--- config.mk ---
export PLATFORM = sky130hd
export DESIGN_NAME = lector_operandos
export DESIGN_NICKNAME = d
export VERILOG_FILES = /design/src/rtl/lector_operandos.sv
export SDC_FILE = /design/constraint.sdc
export NUM_CORES = 1
export LEC_CHECK = 0
export ABC_AREA = 0
export CORE_MARGIN = 4
export CORE_UTILIZATION = 30
export CTS_BUF_LIST = sky130_fd_sc_hd__clkbuf_4 sky130_fd_sc_hd__clkbuf_8
export CTS_CLUSTER_SIZE = 20
export DETAILED_ROUTE_END_ITERATION = 8
export DONT_BUFFER_PORTS = 1
export GPL_TIMING_DRIVEN = 0
export PLACE_DENSITY = 0.47
export REMOVE_ABC_BUFFERS = 1
export SYNTH_ARGS = -nofsm -noshare
export SYNTH_HDL_FRONTEND = slang
export SYNTH_SLANG_ARGS = --single-unit
--- constraint.sdc ---
create_clock -name clk -period 8.3 [get_ports clk]
set_clock_uncertainty 0.15 [all_clocks]
set_input_delay 1.245 -clock clk [delete_from_list [all_inputs] [get_ports clk]]
set_output_delay 1.245 -clock clk [all_outputs]
set_load 0.02 [all_outputs]
--- src/rtl/lector_operandos.sv ---
// Serial decoder for the captured 7-segment expression: one digit slot per clock,
// then a commit cycle that applies sign and operator and flags illegal codes.
module lector_operandos #(
   parameter logic [6:0] SEG_BLANK = 7'b1111111,
   parameter logic [6:0] SEG_MINUS = 7'b0111111,
   parameter logic [6:0] OP_ADD    = 7'b0001111,
   parameter logic [6:0] OP_SUB    = 7'b0111110,
   parameter logic [6:0] OP_MUL    = 7'b0001001,
   parameter logic [6:0] OP_DIV    = 7'b0101111
) (
   input  logic               clk,
   input  logic               rst_n,
   input  logic               start,
   input  logic [6:0]         signo1,
   input  logic [20:0]        Ssegnum1,
   input  logic [6:0]         operador,
   input  logic [20:0]        Ssegnum2,
   output logic signed [10:0] num1,
   output logic [9:0]         num2,
   output logic [1:0]         op,
   output logic               busy,
   output logic               done,
   output logic               error
);

   typedef enum logic [1:0] {IDLE, DIG, FIN} state_t;

   state_t             state, state_nx;
   logic [2:0]         idx, idx_nx;
   logic [9:0]         acc, acc_nx;
   logic [9:0]         mag1, mag1_nx;
   logic               err, err_nx;
   logic [6:0]         sign_q, sign_nx;
   logic [6:0]         oper_q, oper_nx;
   logic [41:0]        slots, slots_nx;
   logic signed [10:0] num1_nx;
   logic [9:0]         num2_nx;
   logic [1:0]         op_nx;
   logic               busy_nx, done_nx, error_nx;

   logic [6:0]         slot;
   logic [4:0]         dec;
   logic [9:0]         acc_step;
   logic [2:0]         opd;
   logic               sign_ok;

   // {legal, value}
   function automatic logic [4:0] seg_digit(input logic [6:0] code);
      case (code)
         7'b1000000: return {1'b1, 4'd0};
         7'b1111001: return {1'b1, 4'd1};
         7'b0100100: return {1'b1, 4'd2};
         7'b0110000: return {1'b1, 4'd3};
         7'b0011001: return {1'b1, 4'd4};
         7'b0010010: return {1'b1, 4'd5};
         7'b0000010: return {1'b1, 4'd6};
         7'b1111000: return {1'b1, 4'd7};
         7'b0000000: return {1'b1, 4'd8};
         7'b0010000: return {1'b1, 4'd9};
         default:    return 5'b0;
      endcase
   endfunction

   // {legal, op}
   function automatic logic [2:0] op_code(input logic [6:0] code);
      if (code == OP_ADD) return 3'b100;
      if (code == OP_SUB) return 3'b101;
      if (code == OP_MUL) return 3'b110;
      if (code == OP_DIV) return 3'b111;
      return 3'b000;
   endfunction

   function automatic logic signed [10:0] apply_sign(input logic [9:0] mag, input logic neg);
      logic signed [10:0] ext;
      ext = signed'({1'b0, mag});
      return neg ? -ext : ext;
   endfunction

   assign slot     = slots[41:35];
   assign dec      = seg_digit(slot);
   assign acc_step = (slot == SEG_BLANK || !dec[4]) ? acc : acc * 10'd10 + {6'd0, dec[3:0]};
   assign opd      = op_code(oper_q);
   assign sign_ok  = (sign_q == SEG_MINUS) || (sign_q == SEG_BLANK);

   always_comb begin
      state_nx = state;
      idx_nx   = idx;
      acc_nx   = acc;
      mag1_nx  = mag1;
      err_nx   = err;
      sign_nx  = sign_q;
      oper_nx  = oper_q;
      slots_nx = slots;
      num1_nx  = num1;
      num2_nx  = num2;
      op_nx    = op;
      busy_nx  = busy;
      done_nx  = 1'b0;
      error_nx = error;
      case (state)
         IDLE: begin
            if (start) begin
               sign_nx  = signo1;
               oper_nx  = operador;
               slots_nx = {Ssegnum1, Ssegnum2};
               idx_nx   = 3'd0;
               acc_nx   = 10'd0;
               err_nx   = 1'b0;
               busy_nx  = 1'b1;
               state_nx = DIG;
            end
         end
         DIG: begin
            if (slot != SEG_BLANK && !dec[4]) err_nx = 1'b1;
            slots_nx = {slots[34:0], 7'd0};
            idx_nx   = idx + 3'd1;
            // operand-1 magnitude is complete once its units slot is folded in
            if (idx == 3'd2) begin
               mag1_nx = acc_step;
               acc_nx  = 10'd0;
            end else begin
               acc_nx  = acc_step;
            end
            if (idx == 3'd5) state_nx = FIN;
         end
         FIN: begin
            if (err || !sign_ok || !opd[2]) begin
               num1_nx  = '0;
               num2_nx  = '0;
               op_nx    = 2'b00;
               error_nx = 1'b1;
            end else begin
               num1_nx  = apply_sign(mag1, sign_q == SEG_MINUS);
               num2_nx  = acc;
               op_nx    = opd[1:0];
               error_nx = 1'b0;
            end
            done_nx  = 1'b1;
            busy_nx  = 1'b0;
            state_nx = IDLE;
         end
         default: state_nx = IDLE;
      endcase
   end

   always_ff @(posedge clk) begin
      if (!rst_n) begin
         state  <= IDLE;
         idx    <= '0;
         acc    <= '0;
         mag1   <= '0;
         err    <= 1'b0;
         sign_q <= '0;
         oper_q <= '0;
         slots  <= '0;
         num1   <= '0;
         num2   <= '0;
         op     <= '0;
         busy   <= 1'b0;
         done   <= 1'b0;
         error  <= 1'b0;
      end else begin
         state  <= state_nx;
         idx    <= idx_nx;
         acc    <= acc_nx;
         mag1   <= mag1_nx;
         err    <= err_nx;
         sign_q <= sign_nx;
         oper_q <= oper_nx;
         slots  <= slots_nx;
         num1   <= num1_nx;
         num2   <= num2_nx;
         op     <= op_nx;
         busy   <= busy_nx;
         done   <= done_nx;
         error  <= error_nx;
      end
   end

endmodule

==> impl_results.md, run 1 <==
* Pleak at between 1.5 and 2 nW
* CTS sink count at between 100 and 150
* Syn Inst Count at about 580
* Antenna-violating nets left at 0
* CP required at around 8400 ps
* Slew @ Worst Pin at around 970 ps
* Critical Path Start Type: register
* Grt ovf at 0
* Final Wtd Congestion at 0.7172
* Io pins at between 80 and 90
* Register bit total from synthesis at 108
* Synth area leaders: dfxtp_1 (43%), a21oi_1 (8.1%), nand2_1 (6.6%)
* Final hold violations at 0
* Core ar. at 16,580 µm²
* Final setup vio count at 0
* Number of synthesized flops with an enable pin at 0
* Die Span Y at between 100 and 150 µm
* Crit share post-route at 0.4186
* Synth Area in XOR/XNOR at 0.04072
* Sequential area share after synthesis at 0.4265
* Vias at just over 4,000
* Netlist cell types at 65
* Synth warn at 0
* Complex-gate fraction of the synthesized area at 0.2478
* Overall Global Routing Usage at 0.1298
* Largest net degree at the start of global routing at 60
* Detailed placer's ending HPWL at slightly below 9000 µm
* Root Buffer: clkbuf_8
* Synth Area in Adders at 0.05232
* Worst-skew pair later-pin latency at just under 400 ps
* Simple-gate area share of the yosys netlist at 0.1831
* Max_cap viols at 0
* Total Power at about 0.001 W
* Primary FF master, synth: dfxtp_1
* HP Class: register to register
* Initial antenna violation count at 0
* Critical path arrival at 3620 ps
* Slew Limit Headroom at 0.3540
* Vias per cell at between 5 and 6
* Worst setup path class: register to register
* CTS Buffer Depth at 2
* Nets at between 600 and 700
* Clk slew on worst S/H paths at roughly 100 ps
* Synth top cells by count: dfxtp_1 (108), nand2_1 (89), a21oi_1 (82)
* Final WL at roughly 12,000 µm
* Die W at roughly 140 µm
* Initial DRT Pass Iterations at 4
* Worst VDD drop at 0.08884 mV
* Power Density at ~190 nW/µm²
* Setup crit end kind: register
* Max Slew Vio Count at 0
* H-tree depth at 3
* Largest family of logic cells by synthesized area: compound AO/OA/AOI/OAI gates
* CTS tree: done
* FFs w/ async S/R, synth at 0
* CTS resizes at 0
* Port Buffer Count at 0
* Fmax at 0.2878 GHz
* Site row count at 47
* Synth top area share at 0.4265
* Min Tclk post-route at ~3500 ps
* First-pass GRT wire length at 20,440 µm
* Most frequent cell after synthesis: dfxtp_1
* Vias in the first global route at between 3,000 and 4,000
* Post-CTS Setup Inserts at 0
* RSZ-0062 raised after global routing: false
* Hold buffer count at CTS at 0
* Post-route DRC at 0
* CP max FO at 9
* Post-Syn Area at 5070 µm²
* CTS buffer count at 9
* Setup tns final at 0 ps
* Starting DRT DRC Count at ~170
* Share of cells above drive strength 1 at 0.06989
* Status: finished clean
* Die area at around 19,000 µm²
* Area leader, netlist: dfxtp_1
* Initial core utilization at 0.3057
* Inserted Diodes at 0
* Multiplexer area fraction after synthesis at 0.004442
* Synth-to-Final Area Change at 7.650%
* Syn Area/Cell at 8.726 µm²
* Mean routed wirelength per cell at ~16 µm
## logic make-up after synthesis
family	Yosys count
buffers and inverters	51
adders and majority gates	20
DFF	108
and+or+nand+nor	188
muxes	2
AOI/OAI and AO/OA	190
xor gates and xnor gates	22
## registers in the layout, indices dropped and copies added (netlist names), 2 cells and up
signal / flops
acc: 10
sign_q: 7
idx: 3
slots: 42
num1: 11
op: 2
oper_q: 7
mag1: 10
state: 2
num2: 10
## metrics by stage
stage	setup WS [ps]	util	hold slack, ps	cell area (µm²)	cells
final	4826	0.3291	307.6	5458	778
after global placement	215.8	0.3108	290.1	5154	760
after CTS	4797	0.3291	310.0	5458	778
after detailed placement	4862	0.3173	296.0	5263	763
after floorplan	2813	-	282.1	4878	540
after global routing	4447	0.3291	326.3	5458	778
## path summary, 6_finish.rpt
path | startpoint | end | slack [ps] | depth (start not counted)
worst max-delay path | slots[37] | mag1[9] | 4830 | 12
worst min-delay path | slots[24] | slots[24] | 310 | 2
worst max register to register | slots[37] | mag1[9] | 4830 | 12
worst min register to register | slots[24] | slots[24] | 310 | 2
## metal layers
layer  track usage  part of all wire  vias to the layer above
li1              -                 -                     2038
met1        0.1652              0.46                     1886
met3       0.06146             0.082                        8
met4       0.04212             0.013                        0
met2        0.1950              0.45                       92
met5             0                 0                        -
## critical path, stage by stage, from the launching register on
cell	delay (ps)
dfxtp_1	520
or4b_2	620
o21ai_0	100
nand3b_1	100
a21oi_1	170
ha_1	230
fa_1	240
a21o_1	130
nand2_1	70
nor3_1	270
nand3_1	150
xnor3_1	410
o41ai_2	200
## placed cells by master (no fill, tap or decap), types with 4 or more instances in the layout
master      n
o21ai_0     6
xnor2_1     9
inv_1       9
a31oi_1     5
o211ai_1    4
nand3b_1    4
a22oi_1    35
ha_1       18
nor3_1      5
nand4_1     6
o21ai_1    10
a22o_1     22
xor2_1     12
nand2_1    89
nor2b_1     4
a21oi_1    82
nand3_1    30
dfxtp_1   108
clkbuf_8   10
nor2_1     19
nand2b_1    7
## layout make-up
| cell class | count | area (µm²) |
|---|---|---|
| Fill cell | 1763 | 11130 |
| Multi-Input combinational cell | 422 | 2704 |
| Sequential cell | 108 | 2162 |
| Tap cell | 220 | 275.3 |
| Clock buffer | 11 | 145.1 |
| Timing Repair Buffer | 3 | 82.58 |
| Clock inverter | 4 | 50.05 |
| Inverter | 10 | 38.79 |
## where the power goes
part           internal, W  total [W]  switching, W
combinational    0.0000484   0.000128     0.0000793
clock             0.000149   0.000327      0.000178
sequential        0.000539   0.000558     0.0000194
(Power assumes the default switching activity.)
==> run 2, diff against run 1 <==
Settings changed: PLACE_DENSITY 0.47 to 0.48.
Clock period 8.3 ns to 3.1 ns, I/O delays scaled along.
==> run 2 against run 1 <==
First-iteration DRC count is 2.3% lower. Clock power rose to 2.8 times the previous value. Sequential power grew to 2.7 times the previous value. Critical endpoint is now acc[8].
==> impl_results.md, run 2 (synthesis results as in run 1) <==
* Worst Path Buf+Inv at 1 (+1)
* Initial DRT Pass Iterations at 4 (unchanged)
* CTS buffer count at 9 (unchanged)
* Slew @ Worst Pin at 991.7 ps (+23.78 ps)
* Final Wtd Congestion at 0.7196 (+0.33%)
* Worst VDD drop at 0.2775 mV (+210%)
* Io pins at 85 (unchanged)
* Logic gate share of total power at 0.139 (+0.013)
* Most flops, register: slots
* Root Buffer: clkbuf_8
* Critical path cell sequence: or4b_4, o21ai_2, nand3b_1, a21oi_2, ha_2, buf_6, a211oi_4, nor4b_4, nor4b_4, xor2_1, nand3_1, a21oi_2
* Switch Pwr at 0.0007998 W (+190%)
* CP required at 3280 ps (-5160 ps)
* Die Span Y at 138 µm (unchanged)
* Commonest non-fill, non-tap cell in the layout: dfxtp_1
* Post-route DRC at 0 (unchanged)
* Critical Path Start Type: register
* CTS sink count at 108 (unchanged)
* Hold buffer count at CTS at 0 (unchanged)
* Vias per cell at 5.158 (-0.27%)
* CP peak stage delay at 530 ps (-90 ps)
* Status: finished clean
* First-pass GRT wire length at 20,490 µm (+0.27%)
* Power Density at 485.5 nW/µm² (+160%)
* Seq pwr share at 0.536 (-0.015)
* Port Buffer Count at 0 (unchanged)
* Share of cells above drive strength 1 at 0.1374 (+0.06750)
* Max Slew Vio Count at 0 (unchanged)
* Worst setup path class: register to register
* Max_cap viols at 0 (unchanged)
* Grt ovf at 0 (unchanged)
* Final hold violations at 0 (unchanged)
* Largest regs: slots: 42 flops, num1: 11 flops
* CP max FO at 2 (-7)
* Die area at 19,040 µm² (unchanged)
* Worst-skew pair later-pin latency at 390 ps (about the same)
* Slowest CP cell: or4b_4
* Clk slew on worst S/H paths at 110 ps (about the same)
* HP Class: input port to register
* Antenna-violating nets left at 0 (unchanged)
* Overall Global Routing Usage at 0.1293 (-0.0005484)
* Initial core utilization at 0.3057 (unchanged)
* Total Power at 0.002780 W (+170%)
* CP delay by family, top: simple AND/OR/NAND/NOR gates
* Critical path arrival at 3150 ps (-470 ps)
* Synth-to-Final Area Change at 12.93%
* Setup tns final at 0 ps (unchanged)
* Sw Share at 0.2877 (+0.01491)
* Core ar. at 16,580 µm² (unchanged)
* Setup crit end kind: register
* Vias in the first global route at 3,940 (-1.4%)
* Number of flip-flops under the largest register name at 42 (unchanged)
* Initial antenna violation count at 0 (unchanged)
* Die W at 138 µm (unchanged)
* Fmax at 0.3370 GHz (+17%)
* Final WL at 12,680 µm (+2.8%)
* CTS tree: done
* Core Util, Final at 0.3453 (+0.01615)
* CTS Buffer Depth at 2 (unchanged)
* H-tree depth at 3 (unchanged)
* Site row count at 47 (unchanged)
* Inserted Diodes at 0 (unchanged)
* Most frequent cells in the layout: dfxtp_1 (102), nand2_1 (88), a21oi_1 (80)
* Clock share of power at 0.325 (+0.003)
* Final setup vio count at 0 (unchanged)
* Vias at 4,101 (+1.9%)
* Mean routed wirelength per cell at 15.95 µm (+0.64%)
* Pleak at 2.074 nW (+6.3%)
* Slew Limit Headroom at 0.3388 (-0.01516)
* Starting DRT DRC Count at 167 (-2.3%)
* Min Tclk post-route at 2967 ps (-507.1 ps)
* Crit share post-route at 0.9572 (+0.5386)
* Detailed placer's ending HPWL at 8638 µm (-0.41%)
* Nets at 649 (+2.5%)
* Largest net degree at the start of global routing at 66 (+10%)
* Internal power at 0.001980 W (+170%)
-- run 2: cell types whose count changed in the layout (fill, tap and decap cells not counted), sizes merged --
cell,delta
buf,+16
clkinvlp,-2
inv,+2
clkinv,+3
clkbuf,-2
-- run 2: routing by layer --
metal / global-route usage / wire length, µm / part of all wire
met3: 0.06837 / 1181 / 0.093
met4: 0.03120 / 119 / 0.0094
met5: 0 / 0 / 0
met1: 0.1594 / 5651 / 0.45
met2: 0.2002 / 5729 / 0.45
-- run 2: path summary, 6_finish.rpt --
| kind | cells past startpoint | endpoint | from | slack, ps |
|---|---|---|---|---|
| min | 2 | done | rst_n | 40 |
| max reg2reg | 12 | acc[8] | slots[41] | 130 |
| min reg2reg | 2 | sign_q[4] | sign_q[4] | 310 |
| max | 12 | acc[8] | slots[41] | 130 |
-- run 2: cell type report --
class                           count  area [µm²]
Fill cell                        1746       10860
Multi-Input combinational cell    422        2823
Sequential cell                   108        2180
Tap cell                          220       275.3
Timing Repair Buffer               19       202.7
Clock buffer                        9       123.9
Clock inverter                      7       82.58
Inverter                           10       38.79
-- run 2: power groups by stage --
| stage | Sequential [W] | Clock [W] | Combinational (W) |
|---|---|---|---|
| finish | 0.00149 | 0.000904 | 0.000386 |
| global route | 0.00150 | 0.000999 | 0.000429 |
| CTS | 0.00149 | 0.000944 | 0.000362 |
| detailed placement | 0.00153 | 0 | 0.000340 |
| global placement | 0.00153 | 0 | 0.000320 |
| floorplan | 0.00151 | 0 | 0.000253 |
-- run 2: repair_timing --
| action | 4_1_cts | 5_1_grt |
|---|---|---|
| resized for setup | 17 | 21 |
| endpoints found under the setup margin | 8 | 8 |
| pin swaps | 7 | 11 |
| setup buffers | 8 | 8 |
-- run 2: worst reg2reg max path, cell delays in order (launching register included) --
cell and delay (ps):
dfxtp_4 350, or4b_4 530, o21ai_2 70, nand3b_1 110
a21oi_2 170, ha_2 240, buf_6 110, a211oi_4 50
nor4b_4 320, nor4b_4 270, xor2_1 250, nand3_1 130
a21oi_2 170
-- run 2: stage by stage --
stage / instances / hold slack (ps) / worst slack, ps / area [µm²]
after floorplan: 540 / 282.1 / -1607 / 4878
after detailed placement: 763 / 296.0 / -417.3 / 5255
final: 795 / 35.41 / 132.7 / 5725
after global routing: 795 / 6.457 / -83.01 / 5725
after CTS: 787 / 13.30 / 6.503 / 5569
after global placement: 760 / 290.2 / -4213 / 5154
==> run 3, diff against run 2 <==
Settings changed: CORE_ASPECT_RATIO set to 0.75.
==> run 3 against run 2 <==
Via count rose by 2.8%. Fmax decreased by 1.9%. Worst hold slack improved by 3.6 ps. Core utilization rose by 0.61 points. Critical endpoint is now mag1[9]. Highest routed layer unchanged.
==> impl_results.md, run 3 (synthesis results as in run 1) <==
* Status: finished clean
* Inserted Diodes at 0 (unchanged)
* Max_cap viols at 0 (unchanged)
* Min Tclk post-route at 3026 ps (+58.21 ps)
* Initial DRT Pass Iterations at 4 (unchanged)
* Met2 Track Usage GR at 0.2167 (+0.01651)
* Fmax at 0.3305 GHz (-1.9%)
* Max Slew Vio Count at 0 (unchanged)
* Vias at 4,214 (+2.8%)
* Commonest non-fill, non-tap cell in the layout: dfxtp_1
* CTS buffer count at 9 (unchanged)
* Antenna-violating nets left at 0 (unchanged)
* Final Wtd Congestion at 0.8004 (+11%)
* Number of flip-flops under the largest register name at 42 (unchanged)
* H-tree depth at 3 (unchanged)
* CP max FO at 5 (+3)
* Detailed placer's ending HPWL at 8661 µm (+0.27%)
* CP required at 3250 ps (-30 ps)
* Share of cells above drive strength 1 at 0.1485 (+0.01114)
* Most frequent cells in the layout: dfxtp_1 (99), nand2_1 (88), a21oi_1 (81)
* Largest net degree at the start of global routing at 66 (unchanged)
* Worst setup path class: register to register
* Critical path cell sequence: buf_12, nand3b_1, or3_4, a21oi_4, ha_4, fa_2, a21o_1, nand2_2, nor3_4, nand3_2, xnor3_2, o41ai_2
* Crit share post-route at 0.9760 (+0.01878)
* Critical path arrival at 3180 ps (+30 ps)
* Vias in the first global route at 4,190 (+6.3%)
* Nets at 654 (+0.77%)
* Clk slew on worst S/H paths at 110 ps (about the same)
* Slew Limit Headroom at 0.3082 (-0.03060)
* Mean routed wirelength per cell at 16.64 µm (+4.3%)
* CTS tree: done
* CTS sink count at 108 (unchanged)
* Port Buffer Count at 0 (unchanged)
* Setup tns final at 0 ps (unchanged)
* Slew @ Worst Pin at 1038 ps (+45.90 ps)
* Die Span Y at 120.6 µm (-13%)
* Core ar. at 16,320 µm² (-1.6%)
* Die area at 19,060 µm² (+0.11%)
* Die W at 158.1 µm (+15%)
* Hold buffer count at CTS at 0 (unchanged)
* Layout Cells excl Fill at 789 (-0.75%)
* Critical Path Start Type: register
* Met1 usage at 0.1785 (+0.01910)
* CTS Buffer Depth at 2 (unchanged)
* Fillers at 1,653 (-5.3%)
* Starting DRT DRC Count at 295 (+77%)
* Final hold violations at 0 (unchanged)
* Final WL at 13,130 µm (+3.5%)
* Final setup vio count at 0 (unchanged)
* Overall Global Routing Usage at 0.1370 (+0.007718)
* Total Power at 0.002731 W (-1.7%)
* Synth-to-Final Area Change at 13.06%
* Power Density at 476.5 nW/µm² (-1.8%)
* Largest regs: slots: 42 flops, num1: 11 flops
* Slowest CP cell: or3_4
* Worst-skew pair later-pin latency at 390 ps (about the same)
* Site row count at 40 (-15%)
* GR Layer Usage met3 at 0.04258 (-0.02579)
* Vias per cell at 5.341 (+3.5%)
* Pleak at 2.096 nW (+1.0%)
* Setup crit end kind: register
* Grt ovf at 0 (unchanged)
* Global routing's busiest layer: met2
* Initial core utilization at 0.3107 (+0.005017)
* Placed Instances at 753 (-1.3%)
* Root Buffer: clkbuf_8
* Most flops, register: slots
* Post-route DRC at 0 (unchanged)
* CP peak stage delay at 420 ps (-110 ps)
* First-pass GRT wire length at 20,990 µm (+2.4%)
* Io pins at 85 (unchanged)
* HP Class: input port to register
* Worst VDD drop at 0.2360 mV (-15%)
* Initial antenna violation count at 0 (unchanged)
==> run 3: cell count changes in the layout (fill, tap and decap cells not counted), sizes merged <==
cell | before | now
clkinv | 5 | 3
buf | 19 | 24
clkbuf | 9 | 11
bufinv | 1 | 0
==> run 3: critical path: cells and delay by family, from the launching register on <==
kind | cells | cell delay [ps]
AND/OR/NAND/NOR | 5 | 1010
buffers and inverters | 1 | 130
XOR/XNOR | 1 | 280
AO/OA/AOI/OAI | 3 | 620
adder cells (fa/ha/maj) | 2 | 380
flip-flops | 1 | 380
==> run 3: area by class of cell <==
type                       count  area [µm²]  share of cell area
sequential                   108        2186              0.3814
tap                          210       262.8             0.04584
clock buffer                  11       145.1             0.02532
inverter                      10       38.79            0.006767
clock inverter                 4       33.78            0.005894
timing repair buffer          24       237.7             0.04148
multi-input combinational    422        2828              0.4933
==> run 3: report_power, final <==
part | switching [W] | internal, W
Combinational | 0.000244 | 0.000160
Clock | 0.000507 | 0.000329
Sequential | 0.0000483 | 0.00144
==> run 3: per-stage QoR <==
step	hold slack [ps]	area, µm²	utilization	setup slack [ps]
after detailed placement	296.6	5233	0.3207	-405.4
after floorplan	282.1	4878	-	-1607
after CTS	4.058	5517	0.3381	6.004
after global routing	14.12	5732	0.3513	-32.24
after global placement	291.6	5141	0.3151	-4239
final	39.02	5732	0.3513	74.49
==> run 3: timing repair <==
item / in CTS / in global routing
endpoints found under the setup margin: 8 / 9
cloned: 0 / 0
resized for setup: 17 / 22
pin swaps: 7 / 12
buffers inserted: 4 / 18
==> run 3: worst paths after layout <==
check | from | end | slack, ps | cells past startpoint
hold reg to reg | sign_q[0] | sign_q[0] | 310 | 2
setup / recovery | slots[38] | mag1[9] | 70 | 12
hold / removal | rst_n | done | 40 | 2
setup reg to reg | slots[38] | mag1[9] | 70 | 12
==> run 3: layer usage <==
metal / up-vias / wire [µm]
met5: - / 0
met3: 15 / 760
met4: 0 / 208
met2: 112 / 5984
met1: 2005 / 6172
li1: 2082 / -
